===== src/rtl/muldiv_if.sv =====
// Issue/result bundle between the EX-stage decoder and the HI/LO sequencer.
interface muldiv_if #(parameter int WIDTH = 32);
  logic             start;
  logic [2:0]       op;
  logic [WIDTH-1:0] a;
  logic [WIDTH-1:0] b;
  logic             cancel;
  logic             stall;
  logic             done;
  logic [WIDTH-1:0] hi;
  logic [WIDTH-1:0] lo;

  modport master (output start, op, a, b, cancel, input stall, done, hi, lo);
  modport slave  (input start, op, a, b, cancel, output stall, done, hi, lo);
endinterface


===== src/rtl/muldiv_ctrl.sv =====
// MULT/MULTU/DIV/DIVU sequencer and owner of the architectural HI/LO pair.
// Multiply takes one step, divide is a restoring divider running WIDTH steps.
module muldiv_ctrl #(
  parameter int WIDTH = 32
) (
  input logic     clk,
  input logic     rst,
  muldiv_if.slave bus
);
  localparam int CW = $clog2(WIDTH);

  typedef enum logic [1:0] {IDLE, MUL, DIV, DONE} state_t;

  state_t           state;
  logic [WIDTH-1:0] hi_q, lo_q;
  logic             done_q;
  logic [CW-1:0]    cnt;
  logic [WIDTH-1:0] ma, mb;     // latched multiply operands
  logic             msgn;       // signed multiply
  logic [WIDTH-1:0] rem, quo, dvs;
  logic             neg_q, neg_r;

  // Magnitudes of the incoming operands for the signed divide.
  logic             div_s;
  logic [WIDTH-1:0] abs_a, abs_b;
  assign div_s = (bus.op == 3'd2);
  assign abs_a = (div_s && bus.a[WIDTH-1]) ? -bus.a : bus.a;
  assign abs_b = (div_s && bus.b[WIDTH-1]) ? -bus.b : bus.b;

  // One multiplier serves both flavours: sign-extend for MULT, zero-extend for MULTU.
  logic [2*WIDTH-1:0] prod;
  assign prod = {{WIDTH{msgn & ma[WIDTH-1]}}, ma} * {{WIDTH{msgn & mb[WIDTH-1]}}, mb};

  // One restoring step: shift the next dividend bit in, subtract if it fits.
  logic [WIDTH:0]   rem_sh, diff;
  logic             ge;
  logic [WIDTH-1:0] rem_nx, quo_nx, q_fin, r_fin;
  assign rem_sh = {rem, quo[WIDTH-1]};
  assign diff   = rem_sh - {1'b0, dvs};
  assign ge     = ~diff[WIDTH];
  assign rem_nx = ge ? diff[WIDTH-1:0] : rem_sh[WIDTH-1:0];
  assign quo_nx = {quo[WIDTH-2:0], ge};
  assign q_fin  = neg_q ? -quo_nx : quo_nx;
  assign r_fin  = neg_r ? -rem_nx : rem_nx;

  // Stall the pipeline from the accepting cycle until the result cycle.
  assign bus.stall = (state == IDLE && bus.start && !bus.op[2] && !bus.cancel)
                   || state == MUL || state == DIV;
  assign bus.done  = done_q;
  assign bus.hi    = hi_q;
  assign bus.lo    = lo_q;

  // Sequencer: cancel wins over everything but reset; hi/lo only change on completion or MTHI/MTLO.
  always_ff @(posedge clk) begin
    if (rst) begin
      state  <= IDLE;
      hi_q   <= '0;
      lo_q   <= '0;
      done_q <= 1'b0;
      cnt    <= '0;
      ma     <= '0;
      mb     <= '0;
      msgn   <= 1'b0;
      rem    <= '0;
      quo    <= '0;
      dvs    <= '0;
      neg_q  <= 1'b0;
      neg_r  <= 1'b0;
    end else if (bus.cancel) begin
      state  <= IDLE;
      done_q <= 1'b0;
    end else begin
      done_q <= 1'b0;
      case (state)
        IDLE: if (bus.start) begin
          case (bus.op)
            3'd0, 3'd1: begin
              ma    <= bus.a;
              mb    <= bus.b;
              msgn  <= ~bus.op[0];
              state <= MUL;
            end
            3'd2, 3'd3: begin
              if (bus.b == '0) begin
                hi_q   <= bus.a;
                lo_q   <= '1;
                done_q <= 1'b1;
                state  <= DONE;
              end else begin
                quo   <= abs_a;
                dvs   <= abs_b;
                rem   <= '0;
                cnt   <= '0;
                neg_q <= div_s & (bus.a[WIDTH-1] ^ bus.b[WIDTH-1]);
                neg_r <= div_s & bus.a[WIDTH-1];
                state <= DIV;
              end
            end
            3'd4:    hi_q <= bus.a;
            3'd5:    lo_q <= bus.a;
            default: ;
          endcase
        end
        MUL: begin
          {hi_q, lo_q} <= prod;
          done_q       <= 1'b1;
          state        <= DONE;
        end
        DIV: begin
          rem <= rem_nx;
          quo <= quo_nx;
          cnt <= cnt + 1'b1;
          if (cnt == CW'(WIDTH - 1)) begin
            hi_q   <= r_fin;
            lo_q   <= q_fin;
            done_q <= 1'b1;
            state  <= DONE;
          end
        end
        default: state <= IDLE;  // DONE: result already visible, start here is ignored
      endcase
    end
  end
endmodule


===== src/flat_wrapper.sv =====
// flat-port wrapper written by rule: the top's interface ports become plain ports
module muldiv_ctrl_flat 
#(
  parameter int WIDTH = 32
)
  (clk, rst, bus_start, bus_op, bus_a, bus_b, bus_cancel, bus_stall, bus_done, bus_hi, bus_lo);
  muldiv_if #(.WIDTH(WIDTH)) bus_i ();
  input logic clk;
  input logic rst;
  input wire logic [$bits(bus_i.start)-1:0] bus_start;
  input wire logic [$bits(bus_i.op)-1:0] bus_op;
  input wire logic [$bits(bus_i.a)-1:0] bus_a;
  input wire logic [$bits(bus_i.b)-1:0] bus_b;
  input wire logic [$bits(bus_i.cancel)-1:0] bus_cancel;
  output wire logic [$bits(bus_i.stall)-1:0] bus_stall;
  output wire logic [$bits(bus_i.done)-1:0] bus_done;
  output wire logic [$bits(bus_i.hi)-1:0] bus_hi;
  output wire logic [$bits(bus_i.lo)-1:0] bus_lo;
  assign bus_i.start = bus_start;
  assign bus_i.op = bus_op;
  assign bus_i.a = bus_a;
  assign bus_i.b = bus_b;
  assign bus_i.cancel = bus_cancel;
  assign bus_stall = bus_i.stall;
  assign bus_done = bus_i.done;
  assign bus_hi = bus_i.hi;
  assign bus_lo = bus_i.lo;
  muldiv_ctrl #(.WIDTH(WIDTH)) u_core (.clk(clk), .rst(rst), .bus(bus_i));
endmodule

===== config.mk =====
export PLATFORM = sky130hd
export DESIGN_NAME = muldiv_ctrl_flat
export DESIGN_NICKNAME = d
export VERILOG_FILES = /design/src/rtl/muldiv_if.sv /design/src/rtl/muldiv_ctrl.sv /design/src/flat_wrapper.sv
export SDC_FILE = /design/constraint.sdc
export NUM_CORES = 2
export LEC_CHECK = 0
export ABC_AREA = 1
export ABC_CLOCK_PERIOD_IN_PS = 7310
export BUFFER_PORTS_ARGS = -buffer_cell sky130_fd_sc_hd__clkbuf_2
export CORE_MARGIN = 4
export CORE_UTILIZATION = 45
export DETAILED_ROUTE_END_ITERATION = 8
export PLACE_DENSITY = 0.71
export SYNTH_ARGS = -nofsm -noshare
export SYNTH_HDL_FRONTEND = slang
export SYNTH_SLANG_ARGS = --single-unit

===== constraint.sdc =====
create_clock -name clk -period 7.31 [get_ports clk]
set_clock_uncertainty 0.1 [all_clocks]
set_input_delay 0.3655 -clock clk [delete_from_list [all_inputs] [get_ports clk]]
set_output_delay 0.3655 -clock clk [all_outputs]
set_load 0.05 [all_outputs]

# Word-level counts from Yosys, hierarchy flattened
# Index checks and enable logic that the tools add are counted.
[classes]
add_sub_neg = 6
multipliers = 1
n_eq_ne = 16
muxes = 37
bitwise = 9
n_reduce_logical = 23
[op_table]
columns = ["operator", "n"]
rows = [
  ["$mux 32", 17],
  ["$pmux 32 s2", 4],
  ["$pmux 32 s3", 2],
  ["$neg 32->32", 4],
  ["$mul 33x33->64", 1],
  ["$sub 33x32->33", 1],
  ["$logic_not 32->1", 1],
  ["$mux 5", 3],
  ["$ne 3x3->1 const B", 4],
  ["$reduce_and 6->1", 2],
  ["$pmux 5 s2", 1],
  ["$reduce_and 5->1", 2],
  ["$ne 2x2->1 const B", 4],
  ["$eq 3x2->1 const B", 2],
  ["$eq 3x3->1 const B", 2],
  ["$pmux 2 s3", 1],
  ["$reduce_or 2->1", 3],
  ["$add 5x1->5 const B", 1],
  ["$eq 5x5->1 const B", 1],
  ["$logic_and 1x1->1", 5],
  ["$mux 1", 5],
  ["$and 1x1->1", 4],
  ["$mux 2", 2],
  ["$not 1->1", 4],
  ["14 further kinds", 16],
]
[totals]
register_bits = 235
inputBits = 71
out_inout_bits = 66
wordCells = 105

# Longest topological paths before layout
[logic_depth]
depth_word = 7
ltp_mapped = 38
mapped_depth_nobuf = 36

# Worst setup path after synthesis
# OpenSTA, ideal clock, no wires.
[synth_timing]
path_type = "reg2reg"
start = "register u_core.ma[31]"
end = "register u_core.hi_q[31], in the netlist u_core.bus.hi[31]"
setup_time_ns = 0.071
arrival_ns = 7.649
t_required_ns = 7.139
setup_slack_ns = -0.510
path_stages_with_launch = 31
n_path_buf = 3
synth_period_minus_slack_ns = 7.820
cell_sequence = "dfxtp_1 > clkbuf_1 > nand2_1 > clkbuf_1 > buf_1 > nor2_1 > fa_1 > fa_1 > fa_1 > fa_1 > inv_1 > fa_1 > inv_1 > fa_1 > inv_1 > fa_1 > fa_1 > inv_1 > ha_1 > a21o_1 > a31oi_1 > o21ai_0 > a31oi_1 > a21boi_0 > nand2_1 > xor2_1 > o21ai_0 > inv_1 > nand2_1 > nand2_1 > a21oi_1"
[synth_via]
elab_chain_len = 3
[synth_lines]
columns = ["element", "line", "rtl"]
rows = [
  ["from (decl)", "muldiv_ctrl.sv:18", "logic [WIDTH-1:0] ma, mb;"],
  ["from (signal assigned)", "muldiv_ctrl.sv:78", "ma <= bus.a;"],
  ["$and 1x1->1", "muldiv_ctrl.sv:32", "assign prod = {{WIDTH{msgn & ma[WIDTH-1]}}, ma} * {{WIDTH{msgn & mb[WIDTH-1]}}, mb};"],
  ["$mul 33x33->64 *", "muldiv_ctrl.sv:32", ""],
  ["$pmux 32 s3 *", "muldiv_ctrl.sv:74", "case (state)"],
  ["to (signal assigned)", "muldiv_ctrl.sv:85", "hi_q <= bus.a;"],
  ["to (signal assigned)", "muldiv_ctrl.sv:99", "3'd4: hi_q <= bus.a;"],
  ["to (signal assigned)", "muldiv_ctrl.sv:105", "{hi_q, lo_q} <= prod;"],
  ["to (decl)", "muldiv_ctrl.sv:15", "logic [WIDTH-1:0] hi_q, lo_q;"],
]
# Mark *: on every way between the ends. The rest lies on a longest branch, timed or not.
# A chain may end at the register's enable or synchronous reset.

# Worst setup path after layout
[layout_timing]
start = "register u_core.msgn"
end = "register u_core.hi_q[22], in the netlist u_core.bus.hi[22]"
[layout_via]
elab_chain_len = 3
word_cells_on_any_way = 4
cone_classes = "mul: 1; mux: 1; bitwise: 2"
[layout_lines]
columns = ["element", "line", "rtl"]
rows = [
  ["from (decl)", "muldiv_ctrl.sv:19", "logic msgn;"],
  ["from (signal assigned)", "muldiv_ctrl.sv:80", "msgn <= ~bus.op[0];"],
  ["$and 1x1->1", "muldiv_ctrl.sv:32", ""],
  ["$mul 33x33->64 *", "muldiv_ctrl.sv:32", ""],
  ["$pmux 32 s3 *", "muldiv_ctrl.sv:74", ""],
]
# Marks and branches as above.

==> results.json <==
{
  "status": "finished, violations left",
  "violations": "setup timing",
  "worstPathRequired_ps": 7740,
  "crit_path_end": "u_core.bus.hi[22]$_SDFFE_PP0P_",
  "grt_pass1_wl_um": 305100,
  "clkPwrFrac_pct": 33.9,
  "grt_max_degree": 70,
  "postSynthAreaPerCell_um2": 7.349,
  "seqPwrFrac_pct": 26.4,
  "critical_path_peak_fanout": 5,
  "ys.warnings.count": 0,
  "clk_pin_slew_ps": 60,
  "synth_edf_count": 0,
  "cts_buffer_depth": 3,
  "setup_viol": 39,
  "total_power_mw": 5.181,
  "syn_inst": 7547,
  "path_class": "flop to flop",
  "fin_cells": 9712,
  "end_kind": "flop",
  "antenna_found_initial": 11,
  "root_buffer": "clkbuf_16",
  "worstRegToRegCells": 32,
  "ys_seq_area_share_pct": 8.482,
  "ys_async_sr_fraction_pct": 0,
  "hold_class": "input port to flop",
  "fillers": 11067,
  "finalCritPeriodShare_pct": 103.9,
  "row_count": 128,
  "rr_startpoint": "u_core.msgn$_SDFFE_PP0P_",
  "clk_latency_ps": 650,
  "switching_share_pct": 41.85,
  "initial_utilization_pct": 45.45,
  "synth_ff_type": "dfxtp_1",
  "whs_ps": 33.15,
  "hpwl_um": 162200,
  "dr.first_iter.drc_count": 4668,
  "core-area_um2": 122000,
  "drt-total-wl_um": 202600,
  "crit_start": "u_core.msgn$_SDFFE_PP0P_",
  "dpl.cell_count": 9537,
  "reg2reg_to": "u_core.bus.hi[22]$_SDFFE_PP0P_",
  "first_global_vias": 53283,
  "via_per_inst": 5.318,
  "drt_first_pass_iters": 7,
  "io_pins": 137,
  "drive_gt1_share_pct": 18.47,
  "dpl_worst_slack_ps": -778.4,
  "placed_cell_area_um2": 62510,
  "max-vdd-ir-drop_uv": 177.5,
  "max_freq_mhz": 131.7,
  "slew_viol_final": 0,
  "leakagePower_nw": 35.08,
  "ant_nets": 0,
  "cpPeakStageDelay_ps": 610,
  "power-per-cell-area_nw_per_um2": 77.04,
  "internal_power_mw": 3.013,
  "p_sw_mw": 2.168,
  "period_minus_slack_ps": 7594,
  "ys_ff_latch": 235,
  "cp-start-kind": "flop",
  "numCtsBuffers": 30,
  "fin_area_um2": 67250,
  "layout_setup_ws_ps": -283.9,
  "routabilityCongestion": 1.019,
  "synth.distinct_cells": 56,
  "rsz0062_at_grt": "yes",
  "worst_pin_slew_ps": 1018,
  "dieArea_um2": 128900,
  "syn_nets": 8998,
  "grt.total_usage_pct": 30.00,
  "rrSetupSlack_ps": -280,
  "htree_levels": 1,
  "die_y_um": 359.1,
  "die_x_um": 359.1,
  "hold_viol": 0,
  "tritoncts": "yes",
  "overflow": 0,
  "synth_area_um2": 55460,
  "vias": 51653,
  "maxCapViolCount": 0,
  "cp_common_cell": "fa_1",
  "slew_headroom_pct": 32.05,
  "arrival_ps": 8030,
  "wire_per_inst_um": 20.86,
  "synthToLayoutAreaGrowth_pct": 21.26,
  "clock-sinks": 235,
  "numPortBuffers": 136,
  "pwr-share-comb_pct": 39.7,
  "drc": 0,
  "cp_slowest_cell": "fa_2",
  "nets": 9512
}
[cells in the final DEF (no fill, tap or decap), drive strengths merged, types with 44 or more instances in the layout]
| cell type | netlist | layout |
|---|---|---|
| a21oi | 390 | 390 |
| a31oi | 44 | 44 |
| buf | 28 | 715 |
| clkbuf | 360 | 185 |
| dfxtp | 235 | 235 |
| fa | 1126 | 1126 |
| ha | 254 | 254 |
| inv | 1935 | 1935 |
| nand2 | 1969 | 1969 |
| nand3 | 232 | 232 |
| nor2 | 358 | 358 |
| nor3 | 48 | 48 |
| o21ai | 272 | 272 |
| xor2 | 63 | 63 |
[how the worst min path moves through the flow]
stage,startpoint,endpoint,slack (ps),cells after the start
2_1_floorplan,u_core.dvs[12]$_SDFFE_PP0P_,u_core.dvs[12]$_SDFFE_PP0P_,340,2
3_3_place_gp,u_core.bus.hi[21]$_SDFFE_PP0P_,u_core.bus.hi[21]$_SDFFE_PP0P_,350,2
3_5_place_dp,u_core.bus.lo[27]$_SDFFE_PP0P_,u_core.bus.lo[27]$_SDFFE_PP0P_,360,2
4_1_cts,bus_b[1],u_core.dvs[1]$_SDFFE_PP0P_,0.4,3
5_1_grt,bus_b[1],u_core.dvs[1]$_SDFFE_PP0P_,40,3
6_report,bus_a[7],u_core.ma[7]$_SDFFE_PP0P_,30,3
[cells in the mapped netlist, drive strengths merged, types with 2 or more instances]
master	instances	share of area (%)
a31oi	44	0.50
or2	10	0.11
nand3	232	2.1
a21oi	390	3.6
nor2	358	2.5
buf	28	0.30
o22ai	6	0.068
o21bai	13	0.18
xnor2	37	0.58
nand2	1969	14
xor2	63	0.99
a22oi	4	0.054
a21o	17	0.23
clkinv	7	0.047
nand4	24	0.27
nand3b	14	0.19
ha	254	5.7
o31ai	10	0.14
o21a	6	0.081
nor3	48	0.45
clkbuf	360	2.4
o21ai	272	2.5
and3	3	0.034
o311ai	7	0.11
o221ai	14	0.22
a21boi	3	0.041
nor4	17	0.19
fa	1126	41
and2	2	0.023
o211ai	21	0.28
o211a	4	0.072
a211oi	7	0.095
dfxtp	235	8.5
inv	1935	13
[flip-flops by register name (all words and copies together), names as in the netlist]
name and cells:
u_core.bus.lo 32, u_core.ma 32, u_core.mb 32, u_core.state 2
u_core.bus.done 1, u_core.cnt 5, u_core.bus.hi 32, u_core.rem 32
u_core.dvs 32, u_core.msgn 1, u_core.neg_r 1, u_core.neg_q 1
u_core.quo 32
[metrics by stage]
step                util, %  TNS (ps)
floorplan                 -    -31.85
global placement      51.22    -18360
detailed placement    51.22    -20290
CTS                   53.40     -3264
global route          55.11    -16440
finish                55.11     -6590
[cell type report]
type                    count  area [um2]  share of cell area [%]
multi-input cells        4982       44050                   65.50
clock buffers              34       805.8                   1.198
inverters                1942        7311                   10.87
diodes                      3       7.507                 0.01116
repair buffers            870        7935                   11.80
well taps                1625        2033                   3.023
clock inverters            21       325.3                  0.4837
flip-flops and latches    235        4787                   7.118
[layer usage]
layer / wire length [um] / GRT usage, %
met5: 53 / 0
met4: 11800 / 12.33
met3: 17490 / 4.019
met2: 94990 / 50.35
met1: 78310 / 39.24
[worst max-delay path: cells and delay by family (launching register included)]
family / cells / cell delay [ps]
AOI/OAI and AO/OA: 7 / 970
buffers and inverters: 9 / 850
and+or+nand+nor: 7 / 760
adders and majority gates: 9 / 4440
DFF: 1 / 360
[logic make-up after synthesis]
group | share of synthesized area (%)
flip-flops | 8.482
XOR/XNOR | 1.579
AO/OA/AOI/OAI | 8.185
buffers and inverters | 15.88
AND/OR/NAND/NOR | 19.50
adder cells (fa/ha/maj) | 46.37
[what timing repair did]
| item | CTS | global route |
|---|---|---|
| resized for setup | 327 | 354 |
| endpoints found under the hold margin | 5 | 0 |
| setup buffers | 35 | 63 |
| pin swaps | 95 | 186 |
| gates cloned | 4 | 15 |
| setup endpoints to repair | 48 | 48 |
| hold buffers | 4 | 0 |
[power groups by stage]
stage               combinational (mW)  sequential [mW]  clock (mW)
finish                            2.06             1.37        1.76
global route                      2.21             1.37        1.82
CTS                               1.94             1.36        1.78
detailed placement                1.88             1.39           0
global placement                  1.87             1.39           0
floorplan                         1.12             1.43           0
No activity file was read; power rests on OpenSTA's default activity.
